**config.mk**
```make
export PLATFORM = sky130hd
export DESIGN_NAME = crc16_encode_flat
export DESIGN_NICKNAME = d
export VERILOG_FILES = /design/src/rtl/crc16_encode_pkg.sv /design/src/rtl/crc16_encode_if.sv /design/src/rtl/crc16_lfsr.sv /design/src/rtl/crc16_encode.sv /design/src/flat_wrapper.sv
export SDC_FILE = /design/constraint.sdc
export NUM_CORES = 1
export LEC_CHECK = 0
export CAP_MARGIN = 0
export CORE_UTILIZATION = 30
export DETAILED_ROUTE_END_ITERATION = 10
export SLEW_MARGIN = 20
export SYNTH_ARGS = -nofsm -noshare
export SYNTH_HDL_FRONTEND = slang
export SYNTH_HIERARCHICAL = 1
export SYNTH_SLANG_ARGS = --single-unit
```
**constraint.sdc**
```tcl
create_clock -name clock -period 3.3 [get_ports clock]
set_input_delay 0.825 -clock clock [delete_from_list [all_inputs] [get_ports clock]]
set_output_delay 0.825 -clock clock [all_outputs]
set_load 0.01 [all_outputs]
```
**src/rtl/crc16_encode_pkg.sv**
```systemverilog
// Shared definitions for the USB CRC16 encoder and its receive-side checker.
package crc16_encode_pkg;
  typedef enum logic [1:0] {IDLE, PID, DATA, FLUSH} state_t;

  localparam logic [15:0] CRC16_INIT    = 16'hFFFF;
  localparam logic [15:0] CRC16_RESIDUE = 16'h800D;
  localparam int          CRC16_LEN     = 16;
  localparam int          PID_LEN       = 8;
endpackage

```
**src/rtl/crc16_encode_if.sv**
```systemverilog
// Serial packet handshake between the bit source, the CRC16 encoder and the bit stuffer.
interface crc16_encode_if;
  logic start;
  logic in_bit;
  logic in_valid;
  logic in_last;
  logic in_ready;
  logic out_bit;
  logic out_valid;
  logic out_ready;
  logic busy;
  logic done;
  logic overflow;

  modport master (
    output start, in_bit, in_valid, in_last, out_ready,
    input  in_ready, out_bit, out_valid, busy, done, overflow
  );

  modport slave (
    input  start, in_bit, in_valid, in_last, out_ready,
    output in_ready, out_bit, out_valid, busy, done, overflow
  );
endinterface

```
**src/rtl/crc16_lfsr.sv**
```systemverilog
// Galois LFSR for x^16+x^15+x^2+1, shared by the encoder and the receive-side checker.
module crc16_lfsr
  import crc16_encode_pkg::*;
(
  input  logic        clock,
  input  logic        reset_n,
  input  logic        init,
  input  logic        shift,
  input  logic        bit_in,
  output logic [15:0] crc
);
  logic fb;

  assign fb = bit_in ^ crc[15];

  always_ff @(posedge clock or negedge reset_n) begin
    if (!reset_n)   crc <= CRC16_INIT;
    else if (init)  crc <= CRC16_INIT;
    else if (shift) crc <= {crc[14] ^ fb, crc[13:2], crc[1] ^ fb, crc[0], fb};
  end
endmodule

```
**src/rtl/crc16_encode.sv**
```systemverilog
// USB CRC16 encoder: passes PID and data bits through unchanged, then appends the complemented CRC MSB first.
module crc16_encode #(
  parameter int PID_LEN       = crc16_encode_pkg::PID_LEN,
  parameter int MAX_DATA_BITS = 64
) (
  input  logic           clock,
  input  logic           reset_n,
  crc16_encode_if.slave  bus
);
  import crc16_encode_pkg::*;

  localparam int PCW = $clog2(PID_LEN + 1);
  localparam int DCW = $clog2(MAX_DATA_BITS + 1);

  state_t          state, state_nx;
  logic [PCW-1:0]  pid_cnt;
  logic [DCW-1:0]  data_cnt;
  logic [3:0]      flush_cnt;
  logic [15:0]     crc;
  logic            acc, crc_init, crc_shift;
  logic            pid_end, data_end;

  assign acc      = bus.in_valid && bus.out_ready;
  assign pid_end  = (pid_cnt == PCW'(PID_LEN - 1));
  assign data_end = (data_cnt == DCW'(MAX_DATA_BITS - 1));
  assign bus.busy = (state != IDLE);

  crc16_lfsr u_lfsr (
    .clock   (clock),
    .reset_n (reset_n),
    .init    (crc_init),
    .shift   (crc_shift),
    .bit_in  (bus.in_bit),
    .crc     (crc)
  );

  always_comb begin
    state_nx      = state;
    bus.in_ready  = 1'b0;
    bus.out_valid = 1'b0;
    bus.out_bit   = 1'b0;
    bus.done      = 1'b0;
    bus.overflow  = 1'b0;
    crc_init      = 1'b0;
    crc_shift     = 1'b0;
    case (state)
      IDLE: begin
        if (bus.start) begin
          state_nx = PID;
          crc_init = 1'b1;
        end
      end
      PID: begin
        bus.in_ready  = bus.out_ready;
        bus.out_valid = bus.in_valid;
        bus.out_bit   = bus.in_bit;
        // in_last only matters on the final PID bit: that is the zero-length packet
        if (acc && pid_end) state_nx = bus.in_last ? FLUSH : DATA;
      end
      DATA: begin
        bus.in_ready  = bus.out_ready;
        bus.out_valid = bus.in_valid;
        bus.out_bit   = bus.in_bit;
        if (acc) begin
          crc_shift    = 1'b1;
          bus.overflow = data_end && !bus.in_last;
          if (bus.in_last || data_end) state_nx = FLUSH;
        end
      end
      FLUSH: begin
        bus.out_valid = 1'b1;
        bus.out_bit   = ~crc[4'd15 - flush_cnt];
        if (bus.out_ready && flush_cnt == 4'd15) begin
          state_nx = IDLE;
          bus.done = 1'b1;
        end
      end
      default: state_nx = IDLE;
    endcase
  end

  always_ff @(posedge clock or negedge reset_n) begin
    if (!reset_n) begin
      state     <= IDLE;
      pid_cnt   <= '0;
      data_cnt  <= '0;
      flush_cnt <= '0;
    end else begin
      state <= state_nx;
      case (state)
        IDLE: if (bus.start) begin
          pid_cnt   <= '0;
          data_cnt  <= '0;
          flush_cnt <= '0;
        end
        PID:   if (acc) pid_cnt <= pid_cnt + 1'b1;
        DATA:  if (acc) data_cnt <= data_cnt + 1'b1;
        FLUSH: if (bus.out_ready) flush_cnt <= flush_cnt + 1'b1;
        default: ;
      endcase
    end
  end
endmodule

```
**src/flat_wrapper.sv**
```systemverilog
// flat-port wrapper written by rule: the top's interface ports become plain ports
module crc16_encode_flat import crc16_encode_pkg::*;
#(
  parameter int PID_LEN       = crc16_encode_pkg::PID_LEN,
  parameter int MAX_DATA_BITS = 64
)
  (clock, reset_n, bus_start, bus_in_bit, bus_in_valid, bus_in_last, bus_out_ready, bus_in_ready, bus_out_bit, bus_out_valid, bus_busy, bus_done, bus_overflow);
  crc16_encode_if bus_i ();
  input  logic clock;
  input  logic reset_n;
  input wire logic [$bits(bus_i.start)-1:0] bus_start;
  input wire logic [$bits(bus_i.in_bit)-1:0] bus_in_bit;
  input wire logic [$bits(bus_i.in_valid)-1:0] bus_in_valid;
  input wire logic [$bits(bus_i.in_last)-1:0] bus_in_last;
  input wire logic [$bits(bus_i.out_ready)-1:0] bus_out_ready;
  output wire logic [$bits(bus_i.in_ready)-1:0] bus_in_ready;
  output wire logic [$bits(bus_i.out_bit)-1:0] bus_out_bit;
  output wire logic [$bits(bus_i.out_valid)-1:0] bus_out_valid;
  output wire logic [$bits(bus_i.busy)-1:0] bus_busy;
  output wire logic [$bits(bus_i.done)-1:0] bus_done;
  output wire logic [$bits(bus_i.overflow)-1:0] bus_overflow;
  assign bus_i.start = bus_start;
  assign bus_i.in_bit = bus_in_bit;
  assign bus_i.in_valid = bus_in_valid;
  assign bus_i.in_last = bus_in_last;
  assign bus_i.out_ready = bus_out_ready;
  assign bus_in_ready = bus_i.in_ready;
  assign bus_out_bit = bus_i.out_bit;
  assign bus_out_valid = bus_i.out_valid;
  assign bus_busy = bus_i.busy;
  assign bus_done = bus_i.done;
  assign bus_overflow = bus_i.overflow;
  crc16_encode #(.PID_LEN(PID_LEN), .MAX_DATA_BITS(MAX_DATA_BITS)) u_core (.clock(clock), .reset_n(reset_n), .bus(bus_i));
endmodule
```
==> results_dict.tcl, run 1 <==
set metrics [dict create \
    status "completed" \
    hold_violations 0 \
    rr_endpoint "u_core/data_cnt[4]" \
    drt-wirelength-per-cell_um 13.90 \
    cp_slowest_cell "clkdlybuf4s50_1" \
    crit_fanout 8 \
    place_area_um2 2331 \
    io_buffers 12 \
    area_growth_pct 16.12 \
    drt-initial-drc-count 103 \
    route.detailed.drc 0 \
    finalSetupViolCount 0 \
    path_class "flop to output pin" \
    cts_hold_buffers 0 \
    irDropWorstVdd_uv 223.9 \
    vias 1608 \
    die_h_um 85.73 \
    cts_inserted_buffers 5 \
    die_area_um2 7350 \
    via_per_inst 5.057 \
    initial_core_util 0.3096 \
    cts_buffer_depth 2 \
    fin_crit_sh 0.9675 \
    grt_antenna_before_repair 0 \
    worstPathArrival_ns 2.37 \
    synthCells 206 \
    cts_setup_buffers 0 \
    final.setup.tns_ns 0 \
    reg2regPathDepth 8 \
    htree_num_levels 2 \
    overflow 0 \
    synth_top_area_frac 0.2023 \
    period_minus_slack_ns 3.193 \
    synth_edf_count 0 \
    grt_pass1_wl_um 7355 \
    cp-end-kind "output pin" \
    startpoint "u_core/flush_cnt[0]" \
    clkTransAtPathRegs_ns 0.07 \
    dp_cells 310 \
    synthFlopType "dfrtp_1" \
    ant_nets 0 \
    rows 30 \
    io_pins 13 \
    cts-root-buf "clkbuf_8" \
    grt_pass1_vias 1505 \
    p_per_area_nw_per_um2 859.8 \
    routed_wl_um 4420 \
    cts_resized 0 \
    cp_top_family "multiplexers" \
    synth_area_um2 2103 \
    slew_viol_final 0 \
    synth.top_cells.by_area "dfrtp_1, dfstp_2, ha_1, a211o_1, o21ai_0" \
    fmax_mhz 313.2 \
    grt_max_degree 34 \
    coreArea_um2 6794 \
    hold_path.startpoint "u_core/data_cnt[5]" \
    maxCapViolations 0 \
    synth-seq-cells 33 \
    num_antenna_cells 0 \
    ys_warn_count 6 \
    required_ns 2.47 \
    critPathBufInv 1 \
    synth_fp_nets 221 \
    cpMostUsedCell "mux2i_1" \
    avgSynthCellArea_um2 10.21 \
    rsz0062_at_grt "no" \
    cts_tree "built" \
    fin_skew_ns 0.009379 \
    drive_above_1_share 0.2523 \
    max_stage_delay_ns 0.58 \
    gp_congestion 0.7425 \
    fin_area_um2 2442 \
    insertion_delay_ns 0.30 \
    path_cells "mux4_1 > mux2i_1 > mux2i_1 > o31ai_2 > clkdlybuf4s50_1" \
    yosysTopAreaCell "dfrtp_1" \
    tightest_slew_ns 0.6559 \
    synth_most_common_cell "dfrtp_1" \
    ys_types 53 \
    grt.total_usage 0.1283 \
    max-slew-margin-rel 0.5627 \
    start_kind "flop" \
    r2r_setup_slack_ns 0.99 \
    stdcell_count 318 \
    drt-pass1-iter-count 6 \
    p_leak_nw 0.9462 \
    fin_nets 236 \
    whs_endpoint "u_core/data_cnt[5]" \
    whs_path_depth 2 \
    yosysSeqAreaShare 0.4021 \
    die_x_um 85.73 \
    hold_path_class "flop to flop" \
    hpwl_um 3099 \
    r2r-start "u_core/state[0]" \
    ys_top_cells_by_count "dfrtp_1, dfstp_2, o21ai_0" \
    cts_sinks 33 \
    async_flop_share 1.000 \
]
cell families after synthesis:
family / Yosys count / share of synthesized area
and+or+nand+nor: 68 / 0.1862
AOI/OAI and AO/OA: 57 / 0.2046
DFF: 33 / 0.4021
buffers and inverters: 24 / 0.05770
muxes: 9 / 0.07257
adders and majority gates: 8 / 0.04759
xor gates and xnor gates: 7 / 0.02915
layer usage:
metal | global-route usage | up-vias | part of all wire
met5 | 0 | - | 0
met3 | 0.02984 | 3 | 0.026
met2 | 0.2036 | 34 | 0.47
met1 | 0.1704 | 784 | 0.50
li1 | - | 787 | -
met4 | 0.04848 | 0 | 0.0079
worst min-delay path: cells and delay by family, from the launching register on:
kind          cells  cell delay [ns]
flops             1             0.37
xor+xnor          1             0.08
simple gates      1             0.08
how the worst max path moves through the flow:
| stage | slack [ns] | to | depth (start not counted) |
|---|---|---|---|
| floorplan | 1.01 | bus_out_bit | 5 |
| global placement | 0.23 | bus_done | 5 |
| detailed placement | 0.21 | bus_done | 5 |
| CTS | 0.006 | bus_out_bit | 5 |
| global route | 0.03 | bus_out_bit | 5 |
| finish | 0.11 | bus_out_bit | 5 |
flip-flops by register name, indices dropped and copies added, names as in the netlist:
name               flops
u_core/u_lfsr/crc     16
u_core/flush_cnt       4
u_core/data_cnt        7
u_core/state           2
u_core/pid_cnt         4
report_power, final:
| part | leakage, nW | switching (mW) | internal [mW] |
|---|---|---|---|
| registers | 0.395 | 0.151 | 0.625 |
| logic | 0.499 | 0.457 | 0.505 |
| clock network | 0.0525 | 0.166 | 0.196 |
through the flow:
step	worst slack, ns	total power [mW]	hold slack, ns	utilization
CTS	0.006206	2.116	0.5635	0.3593
detailed placement	0.2093	1.740	0.5443	0.3431
global placement	0.2304	1.720	0.5352	0.3431
floorplan	1.008	1.476	0.5106	-
global route	0.03169	2.254	0.5942	0.3595
finish	0.1073	2.100	0.5618	0.3595
area by class of cell:
cell class                 count  area, um2
sequential                    33      847.1
clock inverter                 2      16.27
fill                         667       4352
clock buffer                   6      93.84
tap                           96      120.1
multi-input combinational    149       1136
timing repair buffer          21      187.7
inverter                      11      41.29
placed cells by master (no fill, tap or decap), drive strengths merged, types with 2 or more instances in the layout:
| cell type | instances |
|---|---|
| nor2 | 13 |
| a211o | 14 |
| o311ai | 2 |
| nand4 | 3 |
| clkdlybuf4s50 | 12 |
| nand3 | 11 |
| mux2i | 4 |
| and2 | 5 |
| buf | 9 |
| dfrtp | 17 |
| and4 | 2 |
| mux4 | 4 |
| a21oi | 7 |
| or2 | 2 |
| dfstp | 16 |
| nand3b | 2 |
| xor2 | 2 |
| and2b | 5 |
| a211oi | 2 |
| nor3 | 3 |
| nor2b | 8 |
| a22o | 4 |
| nand2b | 3 |
| nand2 | 8 |
| ha | 8 |
| clkbuf | 6 |
| inv | 11 |
| o21ai | 15 |
| xnor2 | 5 |
Power figures use the tool's default switching activity.
==> inputs of run 2 (changes only) <==
--- a/config.mk
+++ b/config.mk
@@ -8,8 +8,10 @@
 export CAP_MARGIN = 0
 export CORE_UTILIZATION = 30
 export DETAILED_ROUTE_END_ITERATION = 10
+export SETUP_SLACK_MARGIN = 0.3
 export SLEW_MARGIN = 20
 export SYNTH_ARGS = -nofsm -noshare
 export SYNTH_HDL_FRONTEND = slang
 export SYNTH_HIERARCHICAL = 1
 export SYNTH_SLANG_ARGS = --single-unit
+export TNS_END_PERCENT = 20
==> run 2 against run 1 <==
Sequential share of layout area fell by 0.39 points. Worst setup slack gained 0.16 ns. Clock skew decreased by 0.0011 ns. Critical path type is now primary input to output pin.
==> results_dict.tcl, run 2 (same netlist as run 1, synthesis figures left out) <==
set metrics [dict create \
    hold_path_class "flop to flop" \
    p_total_mw 2.114 \
    multi_input_area_um2 1139 \
    maxCapViolations 0 \
    io_buffers 12 \
    fill_cells 663 \
    fmax_mhz 330.0 \
    slew_viol_final 0 \
    gp_congestion 0.7425 \
    vias 1617 \
    htree_num_levels 2 \
    r2r-start "u_core/state[0]" \
    cts-root-buf "clkbuf_8" \
    cts_sinks 33 \
    irDropWorstVdd_uv 223.7 \
    seqCellArea_um2 848.3 \
    route.detailed.drc 0 \
    ant_nets 0 \
    via_per_inst 5.037 \
    p_leak_nw 0.9810 \
    largest_reg_flops 16 \
    mostFrequentLayoutCell "dfstp_2" \
    grt.total_usage 0.1286 \
    whs_path_depth 2 \
    overflow 0 \
    final.setup.tns_ns 0 \
    grt_max_degree 34 \
    period_minus_slack_ns 3.031 \
    cts_tree "built" \
    initial_core_util 0.3096 \
    drt-initial-drc-count 98 \
    reg2regPathDepth 8 \
    clkTransAtPathRegs_ns 0.07 \
    die_x_um 85.73 \
    crit_fanout 6 \
    r2r_setup_slack_ns 1.11 \
    drt-wirelength-per-cell_um 13.87 \
    insertion_delay_ns 0.30 \
    whs_endpoint "u_core/data_cnt[5]" \
    cts_hold_buffers 0 \
    die_area_um2 7350 \
    tightest_slew_ns 0.6571 \
    start_kind "primary input" \
    fin_crit_sh 0.9184 \
    cts_inserted_buffers 5 \
    area_growth_pct 17.61 \
    drive_above_1_share 0.2711 \
    cp-end-kind "output pin" \
    fin_nets 239 \
    hold_path.startpoint "u_core/data_cnt[5]" \
    die_h_um 85.73 \
    max-slew-margin-rel 0.5619 \
    hpwl_um 3099 \
    required_ns 2.47 \
    fin_skew_ns 0.008301 \
    rsz0062_at_grt "yes" \
    coreArea_um2 6794 \
    worstPathArrival_ns 2.21 \
    routed_wl_um 4451 \
    status "completed" \
    layout_common_cells "dfstp_2, dfrtp_1, o21ai_0" \
    io_pins 13 \
    grt_antenna_before_repair 0 \
    rr_endpoint "u_core/data_cnt[4]" \
    finalSetupViolCount 0 \
    grt_pass1_wl_um 7376 \
    hold_violations 0 \
    num_antenna_cells 0 \
    path_class "primary input to output pin" \
    cts_buffer_depth 2 \
    rows 30 \
    p_per_area_nw_per_um2 854.6 \
    grt_pass1_vias 1513 \
    drt-pass1-iter-count 7 \
    top_regs "u_core/u_lfsr/crc (16), u_core/data_cnt (7)" \
    max_flop_register "u_core/u_lfsr/crc" \
]
-- run 2: cell count changes in the layout (fill, tap and decap cells not counted), sizes merged --
cell / previous run / this run
dlygate4sd2: 0 / 1
dlymetal6s2s: 0 / 1
buf: 9 / 12
clkdlybuf4s50: 12 / 10
-- run 2: per-layer routing --
| metal | global-route usage | vias up | share of wire |
|---|---|---|---|
| met5 | 0 | - | 0 |
| met4 | 0.04848 | 0 | 0.0079 |
| met3 | 0.02984 | 3 | 0.028 |
| met2 | 0.2058 | 28 | 0.47 |
| met1 | 0.1696 | 792 | 0.49 |
| li1 | - | 794 | - |
-- run 2: worst max path at each step --
stage / to / startpoint / cells after the start / slack, ns
global route: bus_done / bus_out_ready / 5 / 0.20
floorplan: bus_out_bit / u_core/flush_cnt[0] / 5 / 1.01
finish: bus_done / bus_out_ready / 5 / 0.27
CTS: bus_done / bus_out_ready / 5 / 0.20
global placement: bus_done / bus_out_ready / 5 / 0.23
detailed placement: bus_done / bus_out_ready / 5 / 0.21
-- run 2: cell type report --
cell class	instances	area share
flip-flops and latches	33	0.3429
clock inverters	2	0.006576
inverters	11	0.01669
repair buffers	24	0.08700
clock buffers	6	0.03794
multi-input cells	149	0.4603
well taps	96	0.04856
-- run 2: stage by stage --
stage / hold WS [ns] / worst slack (ns) / util / instances / area (um2)
after floorplan: 0.5106 / 1.008 / - / 206 / 2103
after global placement: 0.5352 / 0.2304 / 0.3431 / 310 / 2331
after detailed placement: 0.5443 / 0.2093 / 0.3431 / 310 / 2331
after CTS: 0.5635 / 0.1998 / 0.3606 / 319 / 2450
after global routing: 0.5942 / 0.2043 / 0.3641 / 321 / 2474
final: 0.5603 / 0.2692 / 0.3641 / 321 / 2474
-- run 2: worst max-delay path, stage by stage --
cell and delay [ns]:
clkdlybuf4s50_1 0.52, buf_6 0.13, nand3_1 0.09, nor2_1 0.11, clkdlybuf4s50_1 0.53
-- run 2: timing repair --
item | in CTS | in global routing
resized for setup | 3 | 3
endpoints found under the setup margin | 4 | 4
setup buffers | 1 | 2
-- run 2: where the power goes --
group / internal [mW] / switching [mW]
clock network: 0.196 / 0.166
registers: 0.626 / 0.148
logic: 0.510 / 0.468
total: 1.33 / 0.782
==> edit: new RTL, config.mk and constraints of run 2 <==
Change the package constant `PID_LEN` from 8 to 16.
--- a/src/rtl/crc16_encode_pkg.sv
+++ b/src/rtl/crc16_encode_pkg.sv
@@ -7,3 +7,3 @@
   localparam int          CRC16_LEN     = 16;
-  localparam int          PID_LEN       = 8;
+  localparam int          PID_LEN       = 16;
 endpackage
Formal check against the unedited RTL: not equivalent (a bounded check fails within 10 cycles, from zero or initial values and one cycle with reset_n low).
==> edit against run 2 <==
  * Global-route usage up 0.99 points
  * Setup slack worse by 0.020 ns
  * Die area is 5.8% higher
  * Utilization shrank 0.72 points
  * Maximum frequency down 0.64%
  * Hold slack got worse by 0.012 ns
  * Final area is 4.1% higher
  * Largest power group unchanged
  * Sequential cell count up 1
  * Via count is 11% higher
  * Count of clock-buffer cells in the layout up 1
  * Wire length is 12% higher
  * Synthesized area up 5.9%
  * Power decreased by 5.8%
==> edit: results (changes against run 2) <==
Outcome:
- Status: finished, final reports clean (unchanged).

Logic synthesis:
- The share of the yosys chip area belonging to registers is 39.1% (was 40.2%).
- The multiplexer area fraction after synthesis came to 7.24% (was 7.26%).
- Synth cell count leaders: dfrtp_1 (18), nor2_1 (17), dfstp_2 (16), a211o_1 (12), nor2b_1 (12) (was dfrtp_1 (17), dfstp_2 (16), o21ai_0 (14), nor2_1 (13), a211o_1 (11)).
- The post-synthesis share of cell area spent on full adders, half adders and majority gates is 5.05% (was 4.76%).
- The synthesized area divided by synthesized cell count is 9.69 µm² (was 10.2 µm²).
- Synth area leaders: dfrtp_1 (20%), dfstp_2 (19%), ha_1 (5.1%) (was dfrtp_1 (20%), dfstp_2 (20%), ha_1 (4.8%)).

Drt:
- The detail-routed via count per cell is 5.20 (was 5.04).
- The routed wire length on met3 is 115 µm (was 124 µm).
- The amount of wire on met2 after detailed routing was 2.30 mm (was 2.11 mm).
- The wire length per cell is 14.5 µm (was 13.9 µm).
- The number of iterations in the first detailed-routing pass is 4 (was 7).
- The routed length on met1 is 2.50 mm (was 2.18 mm).

Placement:
- The final weighted congestion in routability-driven placement is 0.709 (was 0.743).
- The total half-perimeter wirelength after legalization and detailed placement was 3.43 mm (was 3.10 mm).
- The instance area at placement is 0.00248 mm² (was 0.00233 mm²).

GRT:
- The global-route met1 utilization is 18.9% (was 17.0%).
- The total routing resource utilization after global routing is 13.9% (was 12.9%).
- The global-route met3 utilization is 3.11% (was 2.98%).
- The fraction of met2 tracks used by global routing was 21.1% (was 20.6%).
- The via count of the first global-routing pass was 1620 (was 1513).

Critical path:
- The arrival time reported for the critical path endpoint is 2.23 ns (was 2.21 ns).
- The maximum fanout along the worst path is 13 (was 6).

Cells and area:
- The final net count came to 260 (was 239).
- The number of fill cells in the layout came to 757 (was 663).

Power:
- The worst supply voltage drop on vdd is 203 µV (was 224 µV).
- The share of total power in combinational logic was 46.1% (was 46.3%).

STA:
- The worst clock skew was 0.00888 ns (was 0.00830 ns).
- The worst slew margin relative to its limit is 60.7% (was 56.2%).
==> edit: changes by cell type after synthesis, moves of 4 or more <==
cell      before  now
o21ai_0       14    7
and3_1         0    4
nor2b_1        8   12
nor2_1        13   17
clkbuf_1       4   11
a22o_1         4    0
==> edit: worst reg2reg max path, cell delays in order, from the launching register on <==
cell and delay [ns]:
dfrtp_1 0.41, inv_1 0.10, ha_1 0.21, buf_4 0.19, nor2b_1 0.24, a2111o_1 0.44, or2_1 0.26, mux2_2 0.27
==> edit: cell type report <==
class | count | area, µm² | area share (%)
Tap cell | 99 | 124 | 4.81
Clock inverter | 1 | 5.00 | 0.194
Timing Repair Buffer | 23 | 208 | 8.07
Sequential cell | 34 | 872 | 33.9
Inverter | 8 | 30.0 | 1.17
Multi-Input combinational cell | 172 | 1250 | 48.5
Clock buffer | 7 | 86.3 | 3.35
==> edit: metrics by stage <==
step	power (W)	worst slack, ns	hold WS, ns	utilization (%)
after floorplan	0.00138	0.675	0.500	-
after global placement	0.00166	0.215	0.527	34.3
after detailed placement	0.00167	0.210	0.537	34.3
after CTS	0.00201	0.203	0.553	35.6
after global routing	0.00214	0.179	0.580	35.7
final	0.00199	0.250	0.548	35.7
==> edit: final timing paths <==
check	cells past startpoint	startpoint	slack [ns]	endpoint
worst max-delay path	4	bus_out_ready	0.25	bus_in_ready
worst min-delay path	2	u_core/pid_cnt[4]	0.55	u_core/pid_cnt[4]
worst max register to register	7	u_core/state[0]	1.06	u_core/state[1]
worst min register to register	2	u_core/pid_cnt[4]	0.55	u_core/pid_cnt[4]
max in group asynchronous	2	reset_n	2.01	u_core/u_lfsr/crc[5]
min in group asynchronous	2	reset_n	0.94	u_core/pid_cnt[3]
